$ cat config.mk
export PLATFORM = sky130hd
export DESIGN_NAME = adc_spi_reader
export DESIGN_NICKNAME = d
export VERILOG_FILES = /design/src/rtl/adc_spi_reader.sv
export SDC_FILE = /design/constraint.sdc
export NUM_CORES = 1
export LEC_CHECK = 0
export BUFFER_PORTS_ARGS = -buffer_cell sky130_fd_sc_hd__buf_2
export CORE_MARGIN = 2
export CORE_UTILIZATION = 60
export CTS_CLUSTER_SIZE = 40
export DETAILED_ROUTE_END_ITERATION = 12
export GPL_ROUTABILITY_DRIVEN = 0
export GPL_TIMING_DRIVEN = 1
export PLACE_DENSITY_LB_ADDON = 0.15
export SETUP_SLACK_MARGIN = 0.3
export SYNTH_ARGS = -nofsm -noshare
export SYNTH_HDL_FRONTEND = slang
export SYNTH_SLANG_ARGS = --single-unit
$ cat constraint.sdc
create_clock -name clk -period 7.8 [get_ports clk]
set_input_delay 0 -clock clk [delete_from_list [all_inputs] [get_ports clk]]
set_output_delay 0 -clock clk [all_outputs]
set_load 0.02 [all_outputs]
$ cat src/rtl/adc_spi_reader.sv
// SPI master for a serial ADC: frames cs_n, divides clk down to sclk, shifts in
// miso MSB first and hands each result to a valid/ready consumer with sticky overrun.
module adc_spi_reader #(
  parameter int unsigned DATA_WIDTH = 12,
  parameter int unsigned LEAD_BITS  = 3,
  parameter int unsigned HALF_DIV   = 500,
  parameter int unsigned GAP_CYCLES = 2
) (
  input  logic                  clk,
  input  logic                  rst,
  input  logic                  start,
  input  logic                  continuous,
  input  logic                  miso,
  output logic                  sclk,
  output logic                  cs_n,
  output logic [DATA_WIDTH-1:0] sample,
  output logic                  sample_valid,
  input  logic                  sample_ready,
  output logic                  busy,
  output logic                  overrun
);
  localparam int unsigned TOTAL_BITS = LEAD_BITS + DATA_WIDTH;
  localparam int unsigned GAP_TICKS  = 2 * GAP_CYCLES;
  localparam int unsigned CNT_W      = $clog2(HALF_DIV);
  localparam int unsigned BIT_W      = $clog2(TOTAL_BITS + 1);
  localparam int unsigned GAP_W      = $clog2(GAP_TICKS);

  typedef enum logic [1:0] {IDLE, SETUP, SHIFT, GAP} state_t;

  state_t                state, state_nx;
  logic [CNT_W-1:0]      div_cnt;
  logic [BIT_W-1:0]      bit_cnt;
  logic [GAP_W-1:0]      gap_cnt;
  logic [DATA_WIDTH-1:0] shreg;
  logic                  load;
  logic                  tick_c, last_bit_c, rise_c, shift_done_c, gap_done_c;

  // Lead bits simply fall off the top of the DATA_WIDTH-wide shift register.
  always_comb begin
    tick_c       = (state != IDLE) && (div_cnt == CNT_W'(HALF_DIV - 1));
    last_bit_c   = (bit_cnt == BIT_W'(TOTAL_BITS));
    rise_c       = tick_c && !sclk &&
                   ((state == SETUP) || ((state == SHIFT) && !last_bit_c));
    shift_done_c = tick_c && !sclk && (state == SHIFT) && last_bit_c;
    gap_done_c   = tick_c && (state == GAP) && (gap_cnt == GAP_W'(GAP_TICKS - 1));
  end

  always_comb begin
    state_nx = state;
    case (state)
      IDLE:    if (start || continuous) state_nx = SETUP;
      SETUP:   if (tick_c) state_nx = SHIFT;
      SHIFT:   if (shift_done_c) state_nx = GAP;
      GAP:     if (gap_done_c) state_nx = continuous ? SETUP : IDLE;
      default: state_nx = IDLE;
    endcase
  end

  always_ff @(posedge clk) begin
    if (rst) state <= IDLE;
    else     state <= state_nx;
  end

  // Divider, bit/gap counters, serial pins and shift register.
  always_ff @(posedge clk) begin
    if (rst) begin
      div_cnt <= '0;
      bit_cnt <= '0;
      gap_cnt <= '0;
      shreg   <= '0;
      sclk    <= 1'b0;
      cs_n    <= 1'b1;
      busy    <= 1'b0;
      load    <= 1'b0;
    end else begin
      if ((state == IDLE) || (state_nx == IDLE) || tick_c) div_cnt <= '0;
      else                                                 div_cnt <= div_cnt + CNT_W'(1);

      if ((state == IDLE) || (state == GAP)) bit_cnt <= '0;
      else if (rise_c)                       bit_cnt <= bit_cnt + BIT_W'(1);

      if (state != GAP) gap_cnt <= '0;
      else if (tick_c)  gap_cnt <= gap_cnt + GAP_W'(1);

      if ((state_nx == SETUP) && (state != SETUP)) shreg <= '0;
      else if (rise_c)                             shreg <= {shreg[DATA_WIDTH-2:0], miso};

      if (rise_c)      sclk <= 1'b1;
      else if (tick_c) sclk <= 1'b0;

      cs_n <= (state_nx == IDLE) || (state_nx == GAP);
      busy <= (state_nx != IDLE);
      load <= (state == SHIFT) && (state_nx == GAP);
    end
  end

  // Result hand-off: a load always wins over a same-cycle acceptance.
  always_ff @(posedge clk) begin
    if (rst) begin
      sample       <= '0;
      sample_valid <= 1'b0;
      overrun      <= 1'b0;
    end else if (load) begin
      sample       <= shreg;
      sample_valid <= 1'b1;
      if (sample_valid && !sample_ready) overrun <= 1'b1;
    end else if (sample_valid && sample_ready) begin
      sample_valid <= 1'b0;
    end
  end
endmodule
# Word level (Yosys, flattened, before mapping)
# Cells that the tools add are included.
classes:
  addsub: 3
  n_eq_ne: 10
  mux: 10
  n_reduce_logical: 32
ops:
  columns: ["cell", "count"]
  rows:
  - ["$logic_and 1x1->1", 12]
  - ["$add 9x1->9 const B", 1]
  - ["$eq 9x9->1 const B", 1]
  - ["$eq 2x2->1 const B", 4]
  - ["$mux 2", 4]
  - ["$pmux 2 s4", 1]
  - ["$reduce_bool 2->1", 4]
  - ["$reduce_or 2->1", 4]
  - ["$logic_or 1x1->1", 6]
  - ["$mux 1", 5]
  - ["$add 4x1->4 const B", 1]
  - ["$eq 2x1->1 const B", 2]
  - ["$eq 4x4->1 const B", 1]
  - ["$logic_not 2->1", 2]
  - ["$logic_not 1->1", 3]
  - ["$add 2x1->2 const B", 1]
  - ["$ne 2x1->1 const B", 1]
  - ["$ne 2x2->1 const B", 1]
  - ["$reduce_and 2->1", 1]
totals:
  reg_bits: 47
  input_bits: 6

# Depth between registers and ports, before layout
# Gate-level depths: netlist of the first run.
depth:
  depth_word: 11
  ltp_mapped: 10
  ltp_nobuf: 9

# Worst setup path before layout of the first run
# No wires, ideal clock.
synth_timing:
  kind: "flip-flop to flip-flop"
  startpoint: "register state[0]"
  endpoint: "register shreg[10]"
  setup_ns: 0.132
  t_arrival_ns: 2.361
  required_ns: 7.668
  path_slack_ns: 5.307
  path_stages_with_launch: 11
  n_path_buf: 2
  synth_period_minus_slack_ns: 2.493
  cell_sequence: "dfxtp_1 -> inv_1 -> ha_1 -> clkbuf_1 -> nor4b_1 -> mux2_2 -> a21oi_1 -> ha_1 -> a21o_1 -> clkbuf_1 -> a21oi_1"
synth_between:
  elab_chain_cells: 10
synth_lines:
  columns: ["item", "line_no", "rtl"]
  rows:
  - ["start: declaration", "30", "state_t state, state_nx;"]
  - ["start signal: assignment", "61", "else state <= state_nx;"]
  - ["$reduce_bool 2->1", "40", "tick_c = (state != IDLE) && (div_cnt == CNT_W'(HALF_DIV - 1));"]
  - ["$logic_and 1x1->1", "40", null]
  - ["$logic_and 1x1->1 (3 in a row)", "44", "shift_done_c = tick_c && !sclk && (state == SHIFT) && last_bit_c;"]
  - ["$mux 2", "53", "SHIFT: if (shift_done_c) state_nx = GAP;"]
  - ["$pmux 2 s4 (*)", "50", "case (state)"]
  - ["named net state_nx[0]", "30", null]
  - ["$eq 2x1->1 (*)", "85", "if ((state_nx == SETUP) && (state != SETUP)) shreg <= '0;"]
  - ["$logic_and 1x1->1 (*)", "85", null]
  - ["$reduce_or 2->1 (no line) (*)", null, null]
  - ["end signal: assignment", "86", "else if (rise_c) shreg <= {shreg[DATA_WIDTH-2:0], miso};"]
  - ["end: declaration", "34", "logic [DATA_WIDTH-1:0] shreg;"]
# The timed path passes the listed nets; every way through them passes the cells marked *.
# A chain may end at the register's enable or synchronous reset.

# Worst setup path in the final report of the first run
layout_timing:
  startpoint: "register div_cnt[0]"
  endpoint: "register div_cnt[6]"
layout_between:
  elab_chain_cells: 11
layout_lines:
  columns: ["item", "line_no", "rtl"]
  rows:
  - ["start: declaration", "31", "logic [CNT_W-1:0] div_cnt;"]
  - ["start signal: assignment", "77", "else div_cnt <= div_cnt + CNT_W'(1);"]
  - ["$eq 9x9->1", "40", null]
  - ["$logic_and 1x1->1", "40", null]
  - ["$logic_and 1x1->1 (3 in a row)", "44", null]
  - ["$mux 2", "53", null]
  - ["$pmux 2 s4", "50", null]
  - ["$logic_not 2->1", "76", "if ((state == IDLE) || (state_nx == IDLE) || tick_c) div_cnt <= '0;"]
  - ["$logic_or 1x1->1 (2 in a row)", "76", null]
  - ["$reduce_or 2->1 (no line)", null, null]
# Several ways; a longest one is shown, not always the timed one.

==> results of run 1 <==
-- state kept, by name, summed over array words and instances (netlist names) --
name,count
cs_n,1
bit_cnt,4
overrun,1
sample,12
shreg,12
gap_cnt,2
sample_valid,1
state,2
div_cnt,9
load,1
sclk,1
busy,1
-- power groups by stage --
stage                     Sequential (uW)  Clock [uW]  Combinational [uW]
final                                 244         107                29.0
after global routing                  244         122                32.8
after CTS                             244         110                29.1
after detailed placement              249           0                28.1
after global placement                249           0                28.0
after floorplan                       250           0                19.3
-- kinds of logic (layout without fill, tap and decap cells) --
family	Yosys count	after routing	share of synthesized area, %
DFF	47	47	45.7
adders and majority gates	10	10	6.08
buffers and inverters	17	40	3.41
muxes	14	14	6.87
xor gates and xnor gates	8	8	3.41
AOI/OAI and AO/OA	49	49	14.0
and+or+nand+nor	80	80	20.5
-- synthesized netlist by cell type (2+ instances only) --
cell      number
nor2_1        33
nand2b_1       4
mux2i_1       13
inv_1          7
a21oi_1       21
o31ai_1        2
ha_1          10
dfxtp_1       47
nand2_1        8
nor2b_1        2
a21o_1         3
or4_1          2
xnor2_1        7
nand3_1       18
o21ai_0       14
clkbuf_1       8
-- placed cells by master (no fill, tap or decap), drive strengths merged, types with 3 or more instances in the layout --
master / n
or4: 3
mux2i: 13
a21oi: 21
xnor2: 7
nand2: 8
nand2b: 4
o21ai: 14
nor2: 33
buf: 23
inv: 7
clkbuf: 7
ha: 10
dfxtp: 47
a21o: 3
nand3: 18
-- metal layers --
metal  track usage (%)  vias to the layer above
met1              29.0                      749
met4              5.56                        0
met3              4.86                        4
met5                 0                        -
met2              36.8                       20
li1                  -                      837
-- per-stage QoR --
step | setup WS [ns] | instance area [um2] | power [uW] | cells | hold WS (ns)
after floorplan | 5.31 | 2060 | 270 | 225 | 0.0781
after global routing | 4.80 | 2260 | 399 | 294 | 0.0604
after CTS | 5.07 | 2260 | 383 | 294 | 0.0500
after global placement | 5.21 | 2190 | 277 | 284 | 0.264
after detailed placement | 5.10 | 2190 | 277 | 284 | 0.280
final | 5.11 | 2260 | 380 | 294 | 0.0495
-- worst paths after layout --
kind / from / endpoint / depth (start not counted)
max: div_cnt[0] / div_cnt[6] / 9
min: rst / sample[3] / 2
max reg2reg: div_cnt[0] / div_cnt[6] / 9
min reg2reg: gap_cnt[1] / gap_cnt[1] / 2
-- area by class of cell --
| cell class | instances | area (um2) |
|---|---|---|
| tap | 46 | 57.6 |
| multi-input combinational | 161 | 1050 |
| clock buffer | 7 | 45.0 |
| sequential | 47 | 941 |
| fill | 299 | 1050 |
| inverter | 7 | 26.3 |
| clock inverter | 1 | 5.00 |
| timing repair buffer | 25 | 138 |
-- critical path, cell delays in order, from the launching register on --
cell	delay (ns)
dfxtp_1	0.40
ha_1	0.24
nand4bb_1	0.29
nor4b_1	0.35
mux2_2	0.39
a21o_1	0.19
ha_1	0.18
nor2_1	0.13
nand3b_1	0.29
nor2_1	0.18
==> metrics, run 1 <==
status finished, final reports clean; Seq/Total Area, Yosys 45.7%; Post-Syn Nets 241; Final Net Count 263; Max Transition Viols Final 0; clock buffer depth 2; ANT cells 0; total gr overflow 0; sequential power share 64.1%; PostCTS Resize Cnt 0; metal3 WL 100 um; Worst Setup Path Type reg -> reg; EDFF count, synth 0; critical path peak fanout 9; die height 62.6 um; Clock Power Share 28.3%; Primary FF master, synth dfxtp_1; Synth Cell Area 2060 um2; WL per Instance 12.9 um; RSZ-0062 raised after global routing false; CTS tree done; Fin. Hold Viols 0; First-pass DRT Iterations 4; leakage power 0.000818 uW; Pwr Density 168 nW/um2; Final ANT Viol Nets 0; remaining routing DRC violations 0; fin crit period 2.69 ns; FF-to-FF setup slack 5.11 ns; headroom to the max-slew limit 37.4%; Via density 5.48; Cell Int Power 287 uW; Routed WL 3790 um; worst path required time 8.10 ns; TritonCTS buffer count 5; vias in the first global route 1554; Yosys cell types 42; Mapped Cells 225; Synth area leaders dfxtp_1 46%, mux2i_1 6.3%, ha_1 6.1%; Setup Buffers After CTS 0; CTS clk-pin slew, worst paths 0.13 ns; Peak supply drop 0.112 mV; syn avg cell area 9.14 um2; DP Wirelength 2580 um; fin util 68.4%; power share of the combinational group 7.6%; Worst-Margin Slew 0.938 ns; GR Util All Layers 22.0%; I/O Buffers 22; met2 WL post-DR 1800 um; Yosys top cell area share 45.7%; Max-Cap Viols 0; Worst-Skew Late Latency 0.35 ns; Ports 23; pin count of the biggest net entering global routing 24; antenna violations before repair 0; Die X 62.6 um; Tcrit/Tclk final 34.5%; P_sw 93.5 uW; setup violators final 0; TNS Setup 0 ns; sw frac 24.6%; fmax 0.371 GHz; hold buffer count at cts 2; core area 3310 um2; # H-tree levels 2; async set-or-reset flop fraction in the synthesized netlist 0%; DRT iter0 DRCs 85; root buffer cell clkbuf_4; Warnings, synthesis 0; layout cells sized above 1 14.9%; skew final 0.0110 ns; Initial Utilization 62.1%; flops & latches, synth 47; crit end category register; M1 WL 1840 um; post-synth top area cell dfxtp_1; first-pass GRT wire length 6970 um; number of vias after detailed routing 1610; die area 3910 um2; Top Layer Used met4; CP arrival 2.99 ns; crit start category register; clock sink total 47; area delta synth->final 10.1%; # rows 21; class of the tightest hold or removal check in -> reg
Note: power is estimated with default switching activity, not from simulation.
==> run 2, diff against run 1 <==
--- a/config.mk
+++ b/config.mk
@@ -5,9 +5,10 @@
 export SDC_FILE = /design/constraint.sdc
 export NUM_CORES = 1
 export LEC_CHECK = 0
+export ABC_AREA = 1
 export BUFFER_PORTS_ARGS = -buffer_cell sky130_fd_sc_hd__buf_2
 export CORE_MARGIN = 2
-export CORE_UTILIZATION = 60
+export CORE_UTILIZATION = 57
 export CTS_CLUSTER_SIZE = 40
 export DETAILED_ROUTE_END_ITERATION = 12
 export GPL_ROUTABILITY_DRIVEN = 0
==> constraint.sdc (replaced) <==
create_clock -name clk -period 2.57 [get_ports clk]
set_input_delay 0 -clock clk [delete_from_list [all_inputs] [get_ports clk]]
set_output_delay 0 -clock clk [all_outputs]
set_load 0.02 [all_outputs]
==> run 2 against run 1 <==
Synthesized cell count increased by 15%. Die area is 3.8% higher. Final area increased by 7.0%. First-iteration DRC count increased by 55%. Sequential cell count did not move. Via count increased by 8.3%. Critical path depth is 6 higher.
==> metrics, run 2 <==
layout cells sized above 1 24.9% (was 14.9%); worst hold stages 5 (was 2); clock sink total 47 (unchanged); # H-tree levels 2 (unchanged); Top Registers sample (12), shreg (12), div_cnt (9) (unchanged); Max-Cap Viols 0 (unchanged); Power Total 1810 uW (was 380 uW); first-pass GRT wire length 6490 um (was 6970 um); CTS tree done (unchanged); worst path required time 2.86 ns (was 8.10 ns); most used cell, CP inv_1; critical path peak fanout 6 (was 9); setup ws final 0.443 ns (was 5.11 ns); die height 63.7 um (was 62.6 um); Worst-Skew Late Latency 0.36 ns (was 0.35 ns); reg2reg path depth 15 (was 9); Synth area leaders dfxtp_1 46%, nor2_1 13%, ha_1 6.2% (was dfxtp_1 46%, mux2i_1 6.3%, ha_1 6.1%); die area 4060 um2 (was 3910 um2); Place WS 0.108 ns (was 5.10 ns); Warnings, synthesis 0 (unchanged); GR Util All Layers 20.5% (was 22.0%); Routed WL 4090 um (was 3790 um); FF-to-FF setup slack 0.44 ns (was 5.11 ns); clock buffer depth 2 (unchanged); syn avg cell area 7.86 um2 (was 9.14 um2); First-pass DRT Iterations 5 (was 4); leakage power 0.00110 uW (was 0.000818 uW); Pwr Density 748 nW/um2 (was 168 nW/um2); count leader, synth nor2_1 (was dfxtp_1); fin crit period 2.13 ns (was 2.69 ns); Slowest-stage cell, CP dfxtp_2 (was dfxtp_1); Ports 23 (unchanged); async set-or-reset flop fraction in the synthesized netlist 0% (unchanged); fmax 0.470 GHz (was 0.371 GHz); Peak supply drop 0.545 mV (was 0.112 mV); Fin. Hold Viols 0 (unchanged); CP arrival 2.42 ns (was 2.99 ns); CP max stage delay 0.38 ns (was 0.40 ns); TritonCTS buffer count 5 (unchanged); DP Wirelength 2630 um (was 2580 um); total gr overflow 0 (unchanged); Max Transition Viols Final 0 (unchanged); skew final 0.00647 ns (was 0.0110 ns); RR Endpoint shreg[4] (was div_cnt[6]); crit start category register (unchanged); CTS clk-pin slew, worst paths 0.13 ns (about the same); # rows 21 (unchanged); Primary FF master, synth dfxtp_1 (unchanged); Worst Setup Path Type reg -> reg (unchanged); area delta synth->final 19.1% (was 10.1%); I/O Buffers 22 (unchanged); Yosys cell types 27 (was 42); Synth Cell Area 2030 um2 (was 2060 um2); WL per Instance 12.1 um (was 12.9 um); DRT iter0 DRCs 132 (was 85); root buffer cell clkbuf_4 (unchanged); remaining routing DRC violations 0 (unchanged); antenna violations before repair 0 (unchanged); TNS Setup 0 ns (unchanged); core area 3390 um2 (was 3310 um2); placed instance count 324 (was 284); synth cell count leaders 73 x nor2_1, 47 x dfxtp_1, 24 x nand2_1, 21 x inv_1, 16 x o21ai_0 (was 47 x dfxtp_1, 33 x nor2_1, 21 x a21oi_1, 18 x nand3_1, 14 x o21ai_0); Worst-Margin Slew 0.522 ns (was 0.938 ns); ANT cells 0 (unchanged); flops & latches, synth 47 (unchanged); post-synth top area cell dfxtp_1 (unchanged); most frequent cells in the layout 70 x nor2_1, 43 x dfxtp_1, 22 x nand2_1, 22 x buf_2, 21 x inv_1 (was 47 x dfxtp_1, 33 x nor2_1, 22 x buf_2); number of vias after detailed routing 1744 (was 1610); Final Net Count 308 (was 263); Initial Utilization 60.0% (was 62.1%); Yosys top cell area share 46.2% (was 45.7%); Final ANT Viol Nets 0 (unchanged); fin cells 339 (was 294); class of the tightest hold or removal check in -> reg (unchanged); FF+latch area 948 um2 (was 941 um2); Seq/Total Area, Yosys 46.2% (was 45.7%); Hold Path Origin start (was rst); setup violators final 0 (unchanged); Reg2Reg Launch Point div_cnt[0] (unchanged); Hold EP state[0] (was sample[3]); multi-input logic area 1050 um2 (unchanged); status finished, final reports clean (unchanged); critical path cell sequence ha_4 -> inv_1 -> nor2_1 -> nand2_1 -> nor2_4 -> nand4_1 -> nand3_2 -> nand3_2 -> nand2_2 -> inv_1 -> ha_1 -> inv_1 -> o21ai_2 -> buf_4 -> nor3_2 (was ha_1 -> nand4bb_1 -> nor4b_1 -> mux2_2 -> a21o_1 -> ha_1 -> nor2_1 -> nand3b_1 -> nor2_1); pin count of the biggest net entering global routing 19 (was 24); crit end category register (unchanged); RSZ-0062 raised after global routing true (was false); Post-Syn Nets 275 (was 241); Tcrit/Tclk final 82.8% (was 34.5%); Mapped Cells 259 (was 225); fill count 275 (was 299); headroom to the max-slew limit 65.2% (was 37.4%); Via density 5.14 (was 5.48); Die X 63.7 um (was 62.6 um); vias in the first global route 1552 (was 1554); EDFF count, synth 0 (unchanged); commonest non-fill, non-tap cell in the layout nor2_1 (was dfxtp_1)
-- run 2: metrics by stage --
| stage | utilization (%) | hold slack [ns] | instance area, um2 |
|---|---|---|---|
| after floorplan | - | 0.0691 | 2040 |
| after global placement | 64.5 | 0.267 | 2190 |
| after detailed placement | 64.5 | 0.268 | 2190 |
| after CTS | 68.5 | 0.0194 | 2320 |
| after global routing | 71.5 | 0.0647 | 2420 |
| final | 71.5 | 0.0146 | 2420 |
-- run 2: critical path, delay by kind of cell (launching register included) --
family | cells | cell delay [ns]
flip-flops | 1 | 0.38
AO/OA/AOI/OAI | 1 | 0.07
buffers and inverters | 4 | 0.39
adder cells (fa/ha/maj) | 2 | 0.33
AND/OR/NAND/NOR | 8 | 0.88
-- run 2: kinds of logic (layout without fill, tap and decap cells) --
group	after synthesis	after routing	synth area share, %
AO/OA/AOI/OAI	34	34	9.16
XOR/XNOR	2	2	0.861
adder cells (fa/ha/maj)	10	10	6.15
flip-flops	47	47	46.2
AND/OR/NAND/NOR	136	137	31.2
buffers and inverters	30	63	6.33
-- run 2: layer usage --
| metal | vias to the layer above | GRT usage, % | part of all wire, % |
|---|---|---|---|
| met5 | - | 0 | 0 |
| met4 | 0 | 11.1 | 1.5 |
| met3 | 8 | 3.70 | 2.7 |
| met2 | 32 | 35.0 | 49 |
| met1 | 792 | 24.5 | 47 |
| li1 | 912 | - | - |
-- run 2: power breakdown --
| group | total, uW | leakage (uW) | switching, uW | internal (uW) |
|---|---|---|---|---|
| logic | 531 | 0.000670 | 342 | 189 |
| registers | 822 | 0.000382 | 38.8 | 783 |
| clock network | 459 | 0.0000482 | 229 | 230 |
-- run 2: how the worst max path moves through the flow --
| stage | start | to | slack, ns | cells after the start |
|---|---|---|---|---|
| after floorplan | div_cnt[0] | shreg[2] | 0.34 | 14 |
| after global placement | state[0] | div_cnt[6] | 0.22 | 11 |
| after detailed placement | state[0] | div_cnt[6] | 0.11 | 11 |
| after CTS | state[0] | shreg[0] | 0.33 | 14 |
| after global routing | div_cnt[0] | shreg[4] | 0.25 | 15 |
| final | div_cnt[0] | shreg[4] | 0.44 | 15 |
-- run 2: area by class of cell --
class | instances | area share (%)
clock buffers | 6 | 2.12
clock inverters | 2 | 1.45
inverters | 24 | 3.87
multi-input cells | 183 | 43.4
flip-flops and latches | 47 | 39.1
well taps | 46 | 2.37
repair buffers | 31 | 7.64
-- run 2: timing repair --
action | 4_1_cts | 5_1_grt
pin swaps | 1 | 11
setup buffers | 0 | 2
gates resized for setup | 8 | 23
hold buffers | 3 | 0
endpoints found under the hold margin | 7 | 0
cloned | 1 | 1
endpoints found under the setup margin | 21 | 21
